==> src/rtl/reverb_i2s_tx_if.sv <==
// Sample bus from the reverb core into the I2S transmitter.
// The reverb side drives a packed {left, right} result and a done strobe.
interface reverb_i2s_tx_if #(
   parameter int DAC_DATA_WIDTH = 38
);
   logic [DAC_DATA_WIDTH-1:0] Reverb_Out;
   logic                      reverb_Done;

   modport master (
      output Reverb_Out,
      output reverb_Done
   );

   modport slave (
      input Reverb_Out,
      input reverb_Done
   );
endinterface

==> src/rtl/reverb_i2s_tx.sv <==
// Saturates stereo reverb samples, double-buffers one frame and serialises it
// as a Philips I2S master stream with sticky overrun/underrun reporting.
module reverb_i2s_tx #(
   parameter int SINGLE_DAC_WIDTH = 19,
   parameter int DAC_DATA_WIDTH   = 38,
   parameter int OUT_WIDTH        = 16,
   parameter int SLOT_BITS        = 32,
   parameter int BCLK_DIV         = 4
) (
   input  logic                 clk,
   input  logic                 rst_n,
   reverb_i2s_tx_if.slave       rev_if,
   output logic                 i2s_bclk,
   output logic                 i2s_lrck,
   output logic                 i2s_sdata,
   output logic                 frame_start,
   output logic                 underrun,
   output logic                 overrun
);

   localparam int PW = $clog2(2 * SLOT_BITS);
   localparam int DW = (BCLK_DIV > 1) ? $clog2(BCLK_DIV) : 1;

   localparam logic [DW-1:0] DIV_LAST = DW'(BCLK_DIV - 1);
   localparam logic [PW-1:0] P_LAST   = PW'(2 * SLOT_BITS - 1);
   localparam logic [PW-1:0] P_SLOT   = PW'(SLOT_BITS);
   localparam logic [PW-1:0] P_ONE    = PW'(1);
   localparam logic [PW-1:0] P_LEND   = PW'(OUT_WIDTH);
   localparam logic [PW-1:0] P_RBEG   = PW'(SLOT_BITS + 1);
   localparam logic [PW-1:0] P_REND   = PW'(SLOT_BITS + OUT_WIDTH);

   typedef enum logic {
      ST_WAIT_FIRST,
      ST_RUN
   } state_e;

   state_e                 state_q, state_d;
   logic [DW-1:0]          divCnt_q, divCnt_d;
   logic [PW-1:0]          framePos_q, framePos_d;
   logic                   bclk_q, bclk_d;
   logic                   lrck_q, lrck_d;
   logic                   sdata_q, sdata_d;
   logic                   frameStart_q, frameStart_d;
   logic                   underrun_q, underrun_d;
   logic                   overrun_q, overrun_d;
   logic                   doneDly_q, doneDly_d;
   logic                   holdValid_q, holdValid_d;
   logic [OUT_WIDTH-1:0]   holdL_q, holdL_d;
   logic [OUT_WIDTH-1:0]   holdR_q, holdR_d;
   logic [OUT_WIDTH-1:0]   shiftL_q, shiftL_d;
   logic [OUT_WIDTH-1:0]   shiftR_q, shiftR_d;

   logic signed [SINGLE_DAC_WIDTH-1:0] inL, inR;
   logic [OUT_WIDTH-1:0]               satL, satR;
   logic                               doneRise;
   logic                               shiftEv;
   logic                               load;

   assign inL = rev_if.Reverb_Out[DAC_DATA_WIDTH-1 -: SINGLE_DAC_WIDTH];
   assign inR = rev_if.Reverb_Out[SINGLE_DAC_WIDTH-1:0];

   // A narrower DAC needs clamping; a wider one just takes the sign-extended value.
   generate
      if (OUT_WIDTH >= SINGLE_DAC_WIDTH) begin : g_extend
         assign satL = OUT_WIDTH'(inL);
         assign satR = OUT_WIDTH'(inR);
      end else begin : g_clamp
         localparam int HB = SINGLE_DAC_WIDTH - OUT_WIDTH + 1;
         localparam logic [OUT_WIDTH-1:0] MAXV = {1'b0, {(OUT_WIDTH-1){1'b1}}};
         localparam logic [OUT_WIDTH-1:0] MINV = {1'b1, {(OUT_WIDTH-1){1'b0}}};

         function automatic logic [OUT_WIDTH-1:0] clampSample(
            input logic [SINGLE_DAC_WIDTH-1:0] x
         );
            logic [HB-1:0] top;
            top = x[SINGLE_DAC_WIDTH-1:OUT_WIDTH-1];
            if (top == '0 || top == '1) begin
               clampSample = x[OUT_WIDTH-1:0];
            end else if (x[SINGLE_DAC_WIDTH-1]) begin
               clampSample = MINV;
            end else begin
               clampSample = MAXV;
            end
         endfunction

         assign satL = clampSample(inL);
         assign satR = clampSample(inR);
      end
   endgenerate

   always_comb begin
      state_d      = state_q;
      divCnt_d     = divCnt_q;
      framePos_d   = framePos_q;
      bclk_d       = bclk_q;
      lrck_d       = lrck_q;
      sdata_d      = sdata_q;
      frameStart_d = 1'b0;
      underrun_d   = underrun_q;
      overrun_d    = overrun_q;
      doneDly_d    = rev_if.reverb_Done;
      holdValid_d  = holdValid_q;
      holdL_d      = holdL_q;
      holdR_d      = holdR_q;
      shiftL_d     = shiftL_q;
      shiftR_d     = shiftR_q;
      doneRise     = rev_if.reverb_Done & ~doneDly_q;
      shiftEv      = 1'b0;
      load         = 1'b0;

      if (divCnt_q == DIV_LAST) begin
         divCnt_d = '0;
         bclk_d   = ~bclk_q;
         shiftEv  = bclk_q;
      end else begin
         divCnt_d = divCnt_q + DW'(1);
      end

      // The first shift event after reset starts a frame at position 0 rather than advancing.
      if (shiftEv) begin
         state_d = ST_RUN;
         if (state_q == ST_WAIT_FIRST || framePos_q == P_LAST) begin
            framePos_d = '0;
         end else begin
            framePos_d = framePos_q + PW'(1);
         end
         load    = (framePos_d == '0);
         lrck_d  = (framePos_d >= P_SLOT);
         sdata_d = 1'b0;
         if (framePos_d >= P_ONE && framePos_d <= P_LEND) begin
            sdata_d  = shiftL_q[OUT_WIDTH-1];
            shiftL_d = shiftL_q << 1;
         end else if (framePos_d >= P_RBEG && framePos_d <= P_REND) begin
            sdata_d  = shiftR_q[OUT_WIDTH-1];
            shiftR_d = shiftR_q << 1;
         end
      end

      if (load) begin
         frameStart_d = 1'b1;
         if (holdValid_q) begin
            shiftL_d    = holdL_q;
            shiftR_d    = holdR_q;
            holdValid_d = 1'b0;
         end else begin
            shiftL_d   = '0;
            shiftR_d   = '0;
            underrun_d = 1'b1;
         end
      end

      // A capture coinciding with a load refills the buffer the load just drained.
      if (doneRise) begin
         holdL_d     = satL;
         holdR_d     = satR;
         holdValid_d = 1'b1;
         if (holdValid_q && !load) begin
            overrun_d = 1'b1;
         end
      end
   end

   always_ff @(posedge clk or negedge rst_n) begin
      if (!rst_n) begin
         state_q      <= ST_WAIT_FIRST;
         divCnt_q     <= '0;
         framePos_q   <= '0;
         bclk_q       <= 1'b0;
         lrck_q       <= 1'b0;
         sdata_q      <= 1'b0;
         frameStart_q <= 1'b0;
         underrun_q   <= 1'b0;
         overrun_q    <= 1'b0;
         doneDly_q    <= 1'b0;
         holdValid_q  <= 1'b0;
         holdL_q      <= '0;
         holdR_q      <= '0;
         shiftL_q     <= '0;
         shiftR_q     <= '0;
      end else begin
         state_q      <= state_d;
         divCnt_q     <= divCnt_d;
         framePos_q   <= framePos_d;
         bclk_q       <= bclk_d;
         lrck_q       <= lrck_d;
         sdata_q      <= sdata_d;
         frameStart_q <= frameStart_d;
         underrun_q   <= underrun_d;
         overrun_q    <= overrun_d;
         doneDly_q    <= doneDly_d;
         holdValid_q  <= holdValid_d;
         holdL_q      <= holdL_d;
         holdR_q      <= holdR_d;
         shiftL_q     <= shiftL_d;
         shiftR_q     <= shiftR_d;
      end
   end

   assign i2s_bclk    = bclk_q;
   assign i2s_lrck    = lrck_q;
   assign i2s_sdata   = sdata_q;
   assign frame_start = frameStart_q;
   assign underrun    = underrun_q;
   assign overrun     = overrun_q;

endmodule

==> src/flat_wrapper.sv <==
// flat-port wrapper written by rule: the top's interface ports become plain ports
module reverb_i2s_tx_flat 
#(
   parameter int SINGLE_DAC_WIDTH = 19,
   parameter int DAC_DATA_WIDTH   = 38,
   parameter int OUT_WIDTH        = 16,
   parameter int SLOT_BITS        = 32,
   parameter int BCLK_DIV         = 4
)
  (clk, rst_n, i2s_bclk, i2s_lrck, i2s_sdata, frame_start, underrun, overrun, rev_if_Reverb_Out, rev_if_reverb_Done);
  reverb_i2s_tx_if #(.DAC_DATA_WIDTH(DAC_DATA_WIDTH)) rev_if_i ();
  input  logic clk;
  input  logic rst_n;
  output logic i2s_bclk;
  output logic i2s_lrck;
  output logic i2s_sdata;
  output logic frame_start;
  output logic underrun;
  output logic overrun;
  input wire logic [$bits(rev_if_i.Reverb_Out)-1:0] rev_if_Reverb_Out;
  input wire logic [$bits(rev_if_i.reverb_Done)-1:0] rev_if_reverb_Done;
  assign rev_if_i.Reverb_Out = rev_if_Reverb_Out;
  assign rev_if_i.reverb_Done = rev_if_reverb_Done;
  reverb_i2s_tx #(.SINGLE_DAC_WIDTH(SINGLE_DAC_WIDTH), .DAC_DATA_WIDTH(DAC_DATA_WIDTH), .OUT_WIDTH(OUT_WIDTH), .SLOT_BITS(SLOT_BITS), .BCLK_DIV(BCLK_DIV)) u_core (.clk(clk), .rst_n(rst_n), .rev_if(rev_if_i), .i2s_bclk(i2s_bclk), .i2s_lrck(i2s_lrck), .i2s_sdata(i2s_sdata), .frame_start(frame_start), .underrun(underrun), .overrun(overrun));
endmodule
==> config.mk <==
export PLATFORM = sky130hd
export DESIGN_NAME = reverb_i2s_tx_flat
export DESIGN_NICKNAME = d
export VERILOG_FILES = /design/src/rtl/reverb_i2s_tx_if.sv /design/src/rtl/reverb_i2s_tx.sv /design/src/flat_wrapper.sv
export SDC_FILE = /design/constraint.sdc
export NUM_CORES = 1
export LEC_CHECK = 0
export CAP_MARGIN = 20
export CORE_MARGIN = 2
export CORE_UTILIZATION = 40
export DETAILED_ROUTE_END_ITERATION = 6
export HOLD_SLACK_MARGIN = 0.03
export PLACE_DENSITY_LB_ADDON = 0.05
export SLEW_MARGIN = 20
export SYNTH_ARGS = -nofsm -noshare
export SYNTH_HDL_FRONTEND = slang
export SYNTH_SLANG_ARGS = --single-unit
==> constraint.sdc <==
create_clock -name clk -period 4.7 [get_ports clk]
set_input_delay 0.94 -clock clk [delete_from_list [all_inputs] [get_ports clk]]
set_output_delay 0.94 -clock clk [all_outputs]
set_load 0.005 [all_outputs]
==> results of run 1 <==
==> per-layer routing <==
layer / wire length [um] / share of wire (%)
met1: 3870 / 50
met2: 3390 / 44
met3: 275 / 3.6
met4: 149 / 1.9
met5: 0 / 0
==> report_power, final <==
part	switching (mW)	total (mW)	internal, mW
Combinational	0.0767	0.160	0.0832
Clock	0.250	0.508	0.258
Sequential	0.0428	0.816	0.773
==> registers in the layout, indices dropped and copies added, names as in the netlist <==
name / count
u_core.framePos_q: 6
u_core.overrun: 1
u_core.i2s_sdata: 1
u_core.doneDly_q: 1
u_core.frame_start: 1
u_core.shiftR_q: 16
u_core.shiftL_q: 16
u_core.holdL_q: 16
u_core.i2s_bclk: 1
u_core.divCnt_q: 2
u_core.holdR_q: 16
u_core.state_q: 1
u_core.holdValid_q: 1
u_core.underrun: 1
u_core.i2s_lrck: 1
==> cell usage in the layout, fill, tap and decap left out, types with 4 or more instances in the layout <==
cell type	count
a21oi_1	31
a31oi_1	32
clkbuf_8	10
clkdlybuf4s50_1	45
dfrtp_1	80
mux2_2	5
nand2_1	71
nand3_1	34
nor2_1	63
o21a_1	4
o21ai_0	7
==> kinds of logic after synthesis <==
kind of cell	count (synthesis)	share of synthesized area (%)
AND/OR/NAND/NOR	186	21.9
AO/OA/AOI/OAI	90	15.0
flip-flops	81	55.7
buffers and inverters	29	4.13
multiplexers	7	2.10
XOR/XNOR	2	0.481
adder cells (fa/ha/maj)	2	0.687
==> critical path, stage by stage, from the launching register on <==
cell and delay [ps]:
dfrtp_1 450, ha_1 350, or4b_4 510, o22ai_4 200, a31oi_1 120, or3_1 370, buf_4 260, clkinv_4 260
nand3_1 130, a31oi_1 210
==> final cells by class <==
type	count	area share, %
Sequential cell	81	46.7
Multi-Input combinational cell	287	34.1
Timing Repair Buffer	49	11.1
Clock buffer	11	3.26
Tap cell	108	3.11
Clock inverter	5	1.27
Inverter	3	0.375
==> worst paths after layout <==
check,startpoint,end,cells after the start
worst min-delay path,u_core.divCnt_q[0],u_core.divCnt_q[0],1
max in group asynchronous,rst_n,u_core.holdValid_q,1
worst min register to register,u_core.divCnt_q[0],u_core.divCnt_q[0],1
min in group asynchronous,rst_n,u_core.shiftR_q[9],1
worst max register to register,u_core.framePos_q[0],u_core.shiftL_q[8],9
worst max-delay path,u_core.framePos_q[0],u_core.shiftL_q[8],9
==> metrics by stage <==
step	instance area [um2]	power, mW	hold WS (ps)	worst slack, ps	cells
after floorplan	3640	0.912	410	2180	397
after global placement	4130	0.988	421	1750	528
after detailed placement	4140	0.993	427	1730	528
after CTS	4340	1.50	438	1700	544
after global routing	4340	1.56	461	1490	544
final	4340	1.48	434	1740	544
==> impl_metrics.ini, run 1 <==
[clock_network]
numCtsBuffers = 9
cts.sink_count = 81
post_cts_buffers = 0
clk_latency_ps = 350
ctsHoldBuffers = 0
root_buffer = clkbuf_8
cts_tree = built
clock_path_buffers = 2
cts_max_level = 3
clkTransAtPathRegs_ps = 80
post_cts_resized = 0

[global_route]
grtUsageMet1_pct = 24.7
grt_max_degree = 82
grt_usage_pct = 16.7
grt_overflow = 0
grt_pass1_vias = 2802
grt_first_pass_wirelength_mm = 13.4
gr-usage-met2_pct = 24.5
grt_antenna_before_repair = 0
use_met3_pct = 2.81
grt.busiest_layer = met1

[synthesis]
synth_top_cell_by_area = dfrtp_1
synth.top_cell.area_share_pct = 55.7
yosys_warnings = 0
synthTopCellsByArea = dfrtp_1 (56%), nand2_1 (7.3%), nor2_1 (6.5%)
ys_seq_area_share_pct = 55.7
synthesis.instances = 397
synth_top_flop_cell = dfrtp_1
postSynth.asyncResetShare_pct = 100
synthTopCellsByCount = dfrtp_1 (81), nand2_1 (71), nor2_1 (63)
synth_nets = 440
netlist_area_um2 = 3640
synth.most_common_cell = dfrtp_1
postSynthAreaPerCell_um2 = 9.17
synth_seq_cells = 81
synth_edf_count = 0
yosysUniqueCellTypes = 39

[route]
wirelength_mm = 7.68
wl_per_cell_um = 14.1
ant_nets = 0
drt-vias-per-instance = 5.28
first_pass_iters = 4
drt_iter0_markers = 158
via_count = 2870
drc = 0

[sta]
tightest_slew_ps = 734
finalWorstPathRequiredPeriod_ps = 2960
fmax_ghz = 0.338
fin_crit_sh_pct = 63.0
finalMaxSlewViolations = 0
fin_setup_tns_ps = 0
rsz0062_at_grt = no
hold_viol_final = 0
setup_violations = 0
skew_ps = 8.78
slew_headroom_pct = 50.8

[cells_and_area]
fin_nets = 474
multi_input_area_um2 = 1480
final_util_pct = 49.6
drive_gt1_share_pct = 7.34
area.sequential_um2 = 2030
nFillCells = 856
n_antenna_cell = 0
synthToLayoutAreaGrowth_pct = 19.3

[setup_path]
arrival_ps = 3220
cp_max_fo = 34
critPathLaunchType = flip-flop
ff2ff_setup_slack_ps = 1740
crit_path_end_kind = flip-flop
critical_path_class = reg -> reg
required_ps = 4960

[floorplan]
initial_core_util_pct = 41.5
fp.dieW_um = 99.4
core_area_um2 = 8760
io-pin-count = 47
die_height_um = 99.4
rows = 34
die-area_um2 = 9880

[run]
maxCapViolations = 0

[worst_hold_path]
hold_class = reg -> reg

[place]
dp_hpwl_mm = 4.98
finalWeightedCongestion = 0.793
io_buffers = 46

[pwr]
power.density_nw_per_um2 = 342
peakVddDrop_v = 0.000130
p_leak_nw = 1.75

[status]
status = completed
No activity file was read; power rests on OpenSTA's default activity.
==> inputs of run 2 (changes only) <==
==> constraint.sdc (replaced) <==
create_clock -name clk -period 3 [get_ports clk]
set_input_delay 0.6 -clock clk [delete_from_list [all_inputs] [get_ports clk]]
set_output_delay 0.6 -clock clk [all_outputs]
set_load 0.005 [all_outputs]
==> run 2 against run 1 <==
Effect of this change:
- via count grew 2.3%
- critical path type unchanged
- largest cell class unchanged
- wire length increased by 0.31%
- clock power is 40% higher
- critical path depth shrank 1
- setup slack got worse by 1400 ps
- critical endpoint is now u_core.shiftR_q[9]
- clock skew is 1.1 ps higher
- global-route usage increased by 0.26 points
- non-clock buffer count increased by 4
==> impl_metrics.ini, run 2 (same netlist as run 1, synthesis figures left out) <==
[route]
first_pass_iters = 5
via_count = 2936
drc = 0
wirelength_mm = 7.70
drt_iter0_markers = 140
drt-vias-per-instance = 5.36
ant_nets = 0
wl_per_cell_um = 14.1

[setup_path]
ff2ff_setup_slack_ps = 300
crit_path_end_kind = flip-flop
critPathLaunchType = flip-flop
cp_max_fo = 33
r2r-end = u_core.shiftR_q[9]
rr_worst_depth = 8
endpoint = u_core.shiftR_q[9]
required_ps = 3270
startpoint = u_core.framePos_q[0]
reg2reg_from = u_core.framePos_q[0]
arrival_ps = 2970
critical_path_class = reg -> reg

[sta]
setup_violations = 0
fin_setup_tns_ps = 0
slew_headroom_pct = 51.7
finalWorstPathRequiredPeriod_ps = 2700
skew_ps = 9.84
fmax_ghz = 0.370
fin_crit_sh_pct = 90.0
finalMaxSlewViolations = 0
tightest_slew_ps = 725
whs_ps = 282
hold_viol_final = 0
rsz0062_at_grt = no
worst_slack_ps = 299

[global_route]
grt_pass1_vias = 2853
grt_overflow = 0
grt_usage_pct = 17.0
grt_max_degree = 82
grt_first_pass_wirelength_mm = 13.4
grt_antenna_before_repair = 0

[clock_network]
clock_path_buffers = 2
clk_latency_ps = 350
post_cts_buffers = 0
post_cts_resized = 0
cts.sink_count = 81
ctsHoldBuffers = 0
cts_tree = built
numCtsBuffers = 9
cts_max_level = 3
root_buffer = clkbuf_8
clkTransAtPathRegs_ps = 80

[place]
dp_cells = 532
dp_hpwl_mm = 4.99
io_buffers = 46
post-place-ws_ps = 309
finalWeightedCongestion = 0.855
dpl-instance-area_um2 = 4160

[cells_and_area]
multi_input_area_um2 = 1480
final_cells = 548
fin_nets = 478
drive_gt1_share_pct = 8.18
final_util_pct = 49.5
nFillCells = 863
synthToLayoutAreaGrowth_pct = 19.2
final_common_cell = dfrtp_1
fin_area_um2 = 4340
final_cell_mix = dfrtp_1 (81), nand2_1 (71), nor2_1 (63)
area.sequential_um2 = 2030
n_antenna_cell = 0

[floorplan]
fp.dieW_um = 99.4
io-pin-count = 47
initial_core_util_pct = 41.5
rows = 34
die-area_um2 = 9880
die_height_um = 99.4
core_area_um2 = 8760

[status]
status = completed

[worst_hold_path]
hold_class = in -> async

[pwr]
p_leak_nw = 1.76
power.density_nw_per_um2 = 516
power_mw = 2.24
peakVddDrop_v = 0.000284

[run]
maxCapViolations = 0
run 2: area by class of cell:
cell class | count | share of cell area [%]
Sequential cell | 81 | 46.7
Multi-Input combinational cell | 287 | 34.0
Timing Repair Buffer | 53 | 11.9
Tap cell | 108 | 3.12
Clock buffer | 9 | 2.86
Clock inverter | 7 | 1.07
Inverter | 3 | 0.375
run 2: power breakdown:
| group | internal [mW] | switching, mW | leakage, nW |
|---|---|---|---|
| combinational | 0.131 | 0.120 | 0.735 |
| clock | 0.301 | 0.410 | 0.0931 |
| sequential | 1.21 | 0.0659 | 0.933 |
| total | 1.64 | 0.596 | 1.76 |
run 2: metal layers:
layer	global-route usage, %	part of all wire, %	vias up	routed length [um]
li1	-	-	1446	-
met1	23.4	50	1410	3840
met2	26.2	44	70	3400
met3	4.71	4.9	10	377
met4	5.06	1.2	0	90
met5	0	0	-	0
run 2: critical path, stage by stage (launching register included):
cell and delay, ps:
dfrtp_1 440, ha_1 340, or4b_4 500, o22ai_4 200
a31oi_1 120, or3_1 460, clkinv_4 230, nand3_1 110
a31oi_1 200
run 2: how the worst min path moves through the flow:
stage | to | from | cells after the start | slack (ps)
floorplan | u_core.divCnt_q[0] | rst_n | 0 | 300
global placement | u_core.divCnt_q[0] | u_core.divCnt_q[0] | 1 | 420
detailed placement | u_core.divCnt_q[0] | u_core.divCnt_q[0] | 1 | 430
CTS | u_core.divCnt_q[0] | u_core.divCnt_q[0] | 1 | 440
global route | u_core.holdR_q[9] | rst_n | 1 | 340
finish | u_core.holdR_q[9] | rst_n | 1 | 280
